## src/rtl/ibex_loader_pkg.sv

```systemverilog
// ibex_loader_pkg: shared types and constants for the ibex program loader.
//   core_state_e : HALT / RSTHOLD / RUN encoding (also reported in STATUS[1:0])
//   bus_state_e  : Wishbone slave FSM encoding
//   CSR offsets, CTRL bit indices and the STATUS word packing helper.
package ibex_loader_pkg;

  typedef logic [1:0] core_state_e;
  localparam core_state_e CoreHalt    = 2'd0;
  localparam core_state_e CoreRstHold = 2'd1;
  localparam core_state_e CoreRun     = 2'd2;

  typedef logic [1:0] bus_state_e;
  localparam bus_state_e BusIdle  = 2'd0;
  localparam bus_state_e BusMemRd = 2'd1;
  localparam bus_state_e BusAck   = 2'd2;

  localparam logic [15:0] CsrCtrlOff   = 16'h1000;
  localparam logic [15:0] CsrStatusOff = 16'h1004;

  localparam int unsigned CtrlStartBit  = 0;
  localparam int unsigned CtrlHaltBit   = 1;
  localparam int unsigned CtrlClrErrBit = 2;

  function automatic logic [31:0] status_word(input logic [15:0] core_status,
                                              input logic [7:0]  ext_sync,
                                              input logic        err,
                                              input core_state_e st);
    return {core_status, ext_sync, 5'b0, err, st};
  endfunction

endpackage

```

## src/rtl/ibex_prog_loader_sync_edge_det.sv

```systemverilog
// sync_edge_det: SYNC_STG-flop synchroniser for one asynchronous input plus a
// rising-edge detector on the synchronised level.
//   clk_i   : clock
//   rst_i   : synchronous active-high reset (chain and edge history cleared)
//   d_i     : asynchronous input
//   level_o : synchronised level
//   rise_o  : one-cycle pulse on a synchronised 0->1 transition
module sync_edge_det #(
  parameter int unsigned SYNC_STG = 2
) (
  input  logic clk_i,
  input  logic rst_i,
  input  logic d_i,
  output logic level_o,
  output logic rise_o
);

  logic [SYNC_STG-1:0] chain_q;
  logic                prev_q;

  always_ff @(posedge clk_i) begin
    if (rst_i) begin
      chain_q <= '0;
      prev_q  <= 1'b0;
    end else begin
      chain_q <= {chain_q[SYNC_STG-2:0], d_i};
      prev_q  <= chain_q[SYNC_STG-1];
    end
  end

  // A held-high input yields one pulse; a low must pass the chain to re-arm.
  assign level_o = chain_q[SYNC_STG-1];
  assign rise_o  = chain_q[SYNC_STG-1] & ~prev_q;

endmodule

```

## src/rtl/ibex_prog_loader.sv

```systemverilog
// ibex_prog_loader: Wishbone slave that lets firmware load the ibex IMEM word by
// word, and sequences the core's reset release and fetch enable.
//   wb_clk_i/wb_rst_i   : clock, synchronous active-high reset
//   wbs_*               : Wishbone slave (single-cycle ack, read data valid with ack)
//   mem_*               : IMEM port; read data returns one cycle after mem_en_o
//   ext_ctrl_i          : async pads; bit5 is a start request, all bits in STATUS
//   ibex_status_i       : core checkpoint value, shown in STATUS[31:16]
//   ibex_rst_n_o        : ibex reset (active-low), fetch_en_o : ibex fetch enable
// Map: 0x0000-0x0FFF IMEM, 0x1000 CTRL (wr: bit0 start, bit1 halt, bit2 clr_err),
//      0x1004 STATUS (rd), everything else reads 0 / ignores writes.
module ibex_prog_loader
  import ibex_loader_pkg::*;
#(
  parameter int unsigned MEM_AW    = 10,
  parameter logic [31:0] BASE_ADDR = 32'h3000_0000,
  parameter int unsigned SYNC_STG  = 2,
  parameter int unsigned RST_HOLD  = 4
) (
  input  logic              wb_clk_i,
  input  logic              wb_rst_i,
  input  logic              wbs_cyc_i,
  input  logic              wbs_stb_i,
  input  logic              wbs_we_i,
  input  logic [3:0]        wbs_sel_i,
  input  logic [31:0]       wbs_adr_i,
  input  logic [31:0]       wbs_dat_i,
  output logic              wbs_ack_o,
  output logic [31:0]       wbs_dat_o,
  output logic              mem_en_o,
  output logic [3:0]        mem_we_o,
  output logic [MEM_AW-1:0] mem_addr_o,
  output logic [31:0]       mem_wdata_o,
  input  logic [31:0]       mem_rdata_i,
  input  logic [7:0]        ext_ctrl_i,
  input  logic [15:0]       ibex_status_i,
  output logic              ibex_rst_n_o,
  output logic              fetch_en_o
);

  core_state_e core_q, core_d;
  bus_state_e  bus_q, bus_d;
  logic [3:0]  cnt_q, cnt_d;
  logic        err_q, err_d;
  logic [31:0] dat_q, dat_d;

  // Start pin gets edge detection; the other seven bits are only observed.
  logic [SYNC_STG-1:0][6:0] ext_q;
  logic                     start_level, start_rise;
  logic [7:0]               ext_sync;

  sync_edge_det #(
    .SYNC_STG(SYNC_STG)
  ) u_start_sync (
    .clk_i  (wb_clk_i),
    .rst_i  (wb_rst_i),
    .d_i    (ext_ctrl_i[5]),
    .level_o(start_level),
    .rise_o (start_rise)
  );

  assign ext_sync = {ext_q[SYNC_STG-1][6:5], start_level, ext_q[SYNC_STG-1][4:0]};

  logic req, idle_req, in_imem, is_status, imem_wr, ctrl_wr;
  logic halt_req, start_req, clr_err;

  always_comb begin
    // Reset gates the request so nothing is launched while wb_rst_i is high.
    req       = wbs_cyc_i & wbs_stb_i & ~wb_rst_i & (wbs_adr_i[31:16] == BASE_ADDR[31:16]);
    idle_req  = req & (bus_q == BusIdle);
    in_imem   = (wbs_adr_i[15:12] == 4'h0);
    is_status = (wbs_adr_i[15:0] == CsrStatusOff);
    imem_wr   = idle_req & in_imem & wbs_we_i;
    ctrl_wr   = idle_req & wbs_we_i & wbs_sel_i[0] & (wbs_adr_i[15:0] == CsrCtrlOff);
    halt_req  = ctrl_wr & wbs_dat_i[CtrlHaltBit];
    start_req = (ctrl_wr & wbs_dat_i[CtrlStartBit]) | start_rise;
    clr_err   = ctrl_wr & wbs_dat_i[CtrlClrErrBit];
  end

  // IMEM port is driven combinationally in the IDLE cycle of the request.
  assign mem_en_o    = idle_req & in_imem;
  assign mem_we_o    = (imem_wr && core_q == CoreHalt) ? wbs_sel_i : 4'h0;
  assign mem_addr_o  = wbs_adr_i[MEM_AW+1:2];
  assign mem_wdata_o = wbs_dat_i;

  // Ack only while the master still strobes; a dropped request finishes silently.
  assign wbs_ack_o = (bus_q == BusAck) & wbs_cyc_i & wbs_stb_i;
  assign wbs_dat_o = dat_q;

  assign ibex_rst_n_o = (core_q == CoreRun);
  assign fetch_en_o   = (core_q == CoreRun);

  always_comb begin
    bus_d = bus_q;
    dat_d = dat_q;
    unique case (bus_q)
      BusIdle: begin
        if (idle_req) begin
          if (in_imem && !wbs_we_i) begin
            bus_d = BusMemRd;
          end else begin
            bus_d = BusAck;
            dat_d = (!wbs_we_i && is_status) ?
                    status_word(ibex_status_i, ext_sync, err_q, core_q) : 32'h0;
          end
        end
      end
      BusMemRd: begin
        bus_d = BusAck;
        dat_d = mem_rdata_i;
      end
      BusAck: begin
        bus_d = BusIdle;
        dat_d = 32'h0;
      end
      default: bus_d = BusIdle;
    endcase
  end

  always_comb begin
    core_d = core_q;
    cnt_d  = cnt_q;
    if (halt_req) begin
      core_d = CoreHalt;
    end else begin
      unique case (core_q)
        CoreHalt: begin
          if (start_req) begin
            core_d = CoreRstHold;
            cnt_d  = RST_HOLD[3:0];
          end
        end
        CoreRstHold: begin
          // Leave when the counter would reach zero: exactly RST_HOLD cycles here.
          cnt_d = cnt_q - 4'd1;
          if (cnt_q <= 4'd1) core_d = CoreRun;
        end
        CoreRun:  ;
        default:  core_d = CoreHalt;
      endcase
    end
  end

  always_comb begin
    err_d = err_q;
    if (clr_err) begin
      err_d = 1'b0;
    end else if (imem_wr && core_q != CoreHalt) begin
      err_d = 1'b1;
    end
  end

  always_ff @(posedge wb_clk_i) begin
    if (wb_rst_i) begin
      core_q <= CoreHalt;
      bus_q  <= BusIdle;
      cnt_q  <= 4'h0;
      err_q  <= 1'b0;
      dat_q  <= 32'h0;
      ext_q  <= '0;
    end else begin
      core_q <= core_d;
      bus_q  <= bus_d;
      cnt_q  <= cnt_d;
      err_q  <= err_d;
      dat_q  <= dat_d;
      ext_q  <= {ext_q[SYNC_STG-2:0], ext_ctrl_i[7:6], ext_ctrl_i[4:0]};
    end
  end

endmodule

```

## config.mk

```make
export PLATFORM = sky130hd
export DESIGN_NAME = ibex_prog_loader
export DESIGN_NICKNAME = d
export VERILOG_FILES = /design/src/rtl/ibex_loader_pkg.sv /design/src/rtl/ibex_prog_loader_sync_edge_det.sv /design/src/rtl/ibex_prog_loader.sv
export SDC_FILE = /design/constraint.sdc
export NUM_CORES = 1
export LEC_CHECK = 0
export CORE_MARGIN = 2
export CORE_UTILIZATION = 50
export CTS_CLUSTER_DIAMETER = 150
export DETAILED_ROUTE_END_ITERATION = 8
export DONT_BUFFER_PORTS = 1
export GPL_TIMING_DRIVEN = 0
export PLACE_DENSITY = 0.73
export SLEW_MARGIN = 25
export SYNTH_ARGS = -nofsm -noshare
export SYNTH_HDL_FRONTEND = slang
export SYNTH_HIERARCHICAL = 1
export SYNTH_SLANG_ARGS = --single-unit
```

## constraint.sdc

```tcl
create_clock -name wb_clk_i -period 4.2 [get_ports wb_clk_i]
set_clock_uncertainty 0.1 [all_clocks]
set_input_delay 0.84 -clock wb_clk_i [delete_from_list [all_inputs] [get_ports wb_clk_i]]
set_output_delay 0.84 -clock wb_clk_i [all_outputs]
set_load 0.005 [all_outputs]
```

* Word level (Yosys, flattened, before mapping)
Index checks and enable logic that the tools add are counted.
** Operators by class
- Mux-type cells :: 13
- $add $sub $neg :: 1
- Reductions and logical operators :: 16
- $lt $le $gt $ge :: 1
- Bitwise logic cells :: 20
- Eq/ne operators :: 11
** Operator list (count)
- $mux 32 :: 3
- $pmux 32 s3 :: 1
- $eq 16x13->1 const B :: 2
- $eq 16x14->1 const B :: 1
- $and 1x1->1 :: 15
- $reduce_and 3->1 :: 3
- $mux 2 :: 4
- $mux 4 :: 2
- $ne 2x2->1 const B :: 4
- $pmux 4 s2 :: 1
- $pmux 2 s3 :: 1
- $eq 2x1->1 const B :: 2
- $eq 2x2->1 const B :: 2
- $le 4x1->1 const B :: 1
- $logic_and 1x1->1 :: 4
- $logic_not 2->1 :: 2
- $logic_not 4->1 :: 1
- $not 1->1 :: 4
- $pmux 2 s2 :: 1
- $reduce_bool 2->1 :: 2
- $reduce_or 2->1 :: 2
- $sub 4x1->4 const B :: 1
- $reduce_bool 3->1 :: 1
- $logic_not 1->1 :: 1
- $or 1x1->1 :: 1
** Storage, ports and cells
- Output and inout port bits :: 82
- Register bits :: 58
- Input bits :: 129

* Longest topological paths before layout
- Depth in word-level cells :: 11
- Depth in mapped cells :: 7
- Gate-level depth less buffers :: 6

* Modules after synthesis
The synthesis kept the hierarchy.
** Modules (own cells, without submodules)
- ibex_prog_loader :: cells each 320, times used 1, area each 2911.5 um2
- sync_edge_det :: cells each 7, times used 1, area each 87.6 um2

* Worst setup path after synthesis
OpenSTA, ideal clock, no wires.
- Path kind :: input to output
- Start point :: input wbs_adr_i[27]
- End point :: output mem_we_o[0]
- Path slack :: 1020 ps
- Data arrival time :: 2240 ps
- Required time :: 3260 ps
- Path buffers :: 0
- Stages on the path :: 5
- Path through :: or4b_4 -> nor4_4 -> and2_2 -> and4_1 -> and2_1
** On the way
- Word-level cells in the longest chain between the ends :: 7
** Ends and longest elaborated chain
- from (decl) :: RTL line ibex_prog_loader.sv:25 : input logic [31:0] wbs_adr_i,
- $eq 16x14->1 :: RTL line ibex_prog_loader.sv:68 : req = wbs_cyc_i & wbs_stb_i & ~wb_rst_i & (wbs_adr_i[31:16] == BASE_ADDR[31:16]);
- $and 1x1->1 :: RTL line ibex_prog_loader.sv:68
- $and 1x1->1 :: RTL line ibex_prog_loader.sv:69 : idle_req = req & (bus_q == BusIdle);
- $and 1x1->1 (2 in series) :: RTL line ibex_prog_loader.sv:72 : imem_wr = idle_req & in_imem & wbs_we_i;
- $logic_and 1x1->1 :: RTL line ibex_prog_loader.sv:81 : assign mem_we_o = (imem_wr && core_q == CoreHalt) ? wbs_sel_i : 4'h0;
- $mux 4 :: RTL line ibex_prog_loader.sv:81
- to (decl) :: RTL line ibex_prog_loader.sv:30 : output logic [3:0] mem_we_o,
Every way passes these cells.

* Worst setup path in the final report
Ends and elaborated chain as after synthesis.

==> results by group <==
Outcome
  • Outcome: complete, no violations

Clock network
  • Clock insertion delay at the later pin of the skew report: roughly 340 ps
  • CTS tree: yes
  • Post-CTS Setup Repair Bufs: 0
  • Clk buf depth: 2
  • Cts hold-fix bufs: 0
  • Clk sinks: 58
  • Htree depth: 3
  • Clock root buffer: clkbuf_8
  • Num CTS Buffers: 9
  • Post-CTS sizing: 0
  • Worst-path clk slew: 60 ps

Detailed routing
  • Routed len/inst: 18.9 um
  • Post-DRT Antenna Nets: 0
  • DR vias: 2566
  • DR iter-0 viols: between 80 and 90
  • Routed wire length: a little under 8000 um
  • Via density: 6.14
  • # DRC: 0
  • Drt pass-1 iters: 4

Worst setup path
  • CP Data Arrival Time: 2400 ps
  • CP Capture Type: output pin
  • Critical Path Source Type: input port
  • Worst path required time: 3260 ps
  • Crit Path Category: in2out
  • CP startpoint: wbs_adr_i[27]
  • CP Max Fanout: 4
  • Launching point of the worst reg2reg path: bus_q[1]

Timing
  • Final Max Tran Viols: 0
  • Final Hold Violating Endpoints: 0
  • RSZ-0062 raised after global routing: no
  • Setup TNS: 0 ps
  • Endpoints failing setup: 0
  • Max frequency: 0.300 GHz
  • Worst-Margin Slew: 643 ps
  • Relative slew slack: 56.8%
  • Final Worst Setup Slack: 862 ps
  • Tmin final: approximately 3300 ps
  • Final worst path period share: 79.5%

Die
  • CORE AREA: 5850 um^2
  • FP Rows: 28
  • Die ar.: approximately 6600 um^2
  • Die width: approximately 80 um
  • Ports: 211
  • Initial Utilization: 51.3%
  • Die Y: 81.5 um

Global routing
  • Gr ovfl total: 0
  • Largest net degree at the start of global routing: 11
  • GRT Util Overall: a little under a quarter
  • Vias in the first global route: 2349
  • Initial antenna violation count: 0
  • First-pass GRT wire length: 11300 um

Cells and area
  • Nets: about 470
  • Finished Cell Area: between 3000 and 4000 um^2
  • Area Overhead vs Synth: 11.1%
  • N_diodes: 0
  • Fraction of layout cells with a size suffix above 1: 22.7%

Synthesis
  • Synth warn: 6
  • Area contributors post-synth: dfxtp_1 39%, buf_4 11%, a211oi_1 7.5%
  • Post-synthesis net count: 462
  • Synth Cell Area: between 2000 and 3000 um^2
  • Synth unique cells: 47
  • Post-Syn Area per Cell: 9.17 um^2
  • Post-synth top cells: 58 x dfxtp_1, 43 x buf_4, 35 x a21oi_1
  • Post-synthesis sequential area ratio: 38.7%
  • Synth Instances: ~330
  • Dominant synthesized flop cell: dfxtp_1
  • Number of flops mapped to enable cells by yosys: 0
  • Synth area leader: dfxtp_1
  • Share of the synthesized area in the top cell type: 38.7%
  • Cell with the most instances after synthesis: dfxtp_1
  • Synthesis-stage register bit count: 58
  • Synth async-reset ratio: 0%

Power and ir drop
  • Pwr Total: 1.26 mW
  • Leak Pwr: 1.17 nW
  • PD cells: 377 nW/um^2
  • VDD IR max: 296 uV

Place
  • Port Buffers: 0
  • Pre-CTS setup slack: 863 ps
  • DP Area: 3090 um^2
  • HPWL Detailed: between 6000 and 7000 um
  • Final GP Congestion: 0.808

Worst hold path
  • Hold Path Class: reg2reg
  • Min-delay src: ext_q[1]

Job
  • Max-Cap Viols: 0
-- stage by stage --
stage	hold WS [ps]	util, %	cells
2_1_floorplan	314	-	327
3_3_place_gp	322	52.9	402
3_5_place_dp	325	52.9	402
4_1_cts	339	56.9	418
5_1_grt	346	56.9	418
6_report	334	56.9	418
-- power breakdown --
part | switching, mW | internal (mW) | total, mW
Clock | 0.224 | 0.381 | 0.606
Combinational | 0.0359 | 0.0467 | 0.0826
Sequential | 0.00625 | 0.561 | 0.567
Total | 0.267 | 0.989 | 1.26
-- routing by layer --
metal  global-route usage (%)  vias up  part of all wire, %
met5                        0        -                    0
met4                     9.66        0                  1.9
met3                     11.0       15                   12
met2                     37.1      150                   48
met1                     25.6     1198                   38
li1                         -     1203                    -
-- critical path: stages --
cell    delay (ps)
or4b_4         530
nor4_4         340
and2_2         240
and4_1         260
and2_1         190
-- cell type report --
type / instances / area [um^2]
fillers: 540 / 2520
clock inverters: 4 / 72.6
clock buffers: 12 / 165
well taps: 75 / 93.8
flip-flops and latches: 58 / 1160
inverters: 7 / 26.3
multi-input cells: 199 / 1410
plain buffers: 63 / 403
-- cells in the final DEF (no fill, tap or decap), types with 3 or more instances in the layout --
master	instances
a211oi_1	30
a21oi_1	35
a22oi_1	28
and2_1	5
buf_2	4
buf_4	43
clkbuf_1	15
clkbuf_8	12
dfxtp_1	58
ha_1	6
inv_1	7
nand2_1	3
nand2b_1	3
nand4_1	8
nor2_1	7
nor2b_1	20
nor3_1	5
nor4_1	5
nor4_2	3
o21a_1	3
o21ai_0	5
-- state kept, by name (all words and copies together) (netlist names) --
| signal | flops |
|---|---|
| ext_q | 14 |
| bus_q | 2 |
| u_start_sync/prev_q | 1 |
| cnt_q | 4 |
| core_q | 2 |
| err_q | 1 |
| u_start_sync/chain_q | 2 |
| wbs_dat_o | 32 |
-- logic make-up after synthesis --
kind of cell	Yosys count	share of synthesized area (%)
buffers and inverters	70	14.3
DFF	58	38.7
muxes	1	0.375
adders and majority gates	6	2.50
and+or+nand+nor	83	19.9
AOI/OAI and AO/OA	109	24.2
-- final timing paths --
path	end	slack (ps)	cells after the start
worst min register to register	ext_q[8]	330	1
worst max-delay path	mem_we_o[0]	860	5
worst max register to register	wbs_dat_o[0]	1760	7
worst min-delay path	ext_q[8]	330	1
(Power assumes the default switching activity.)
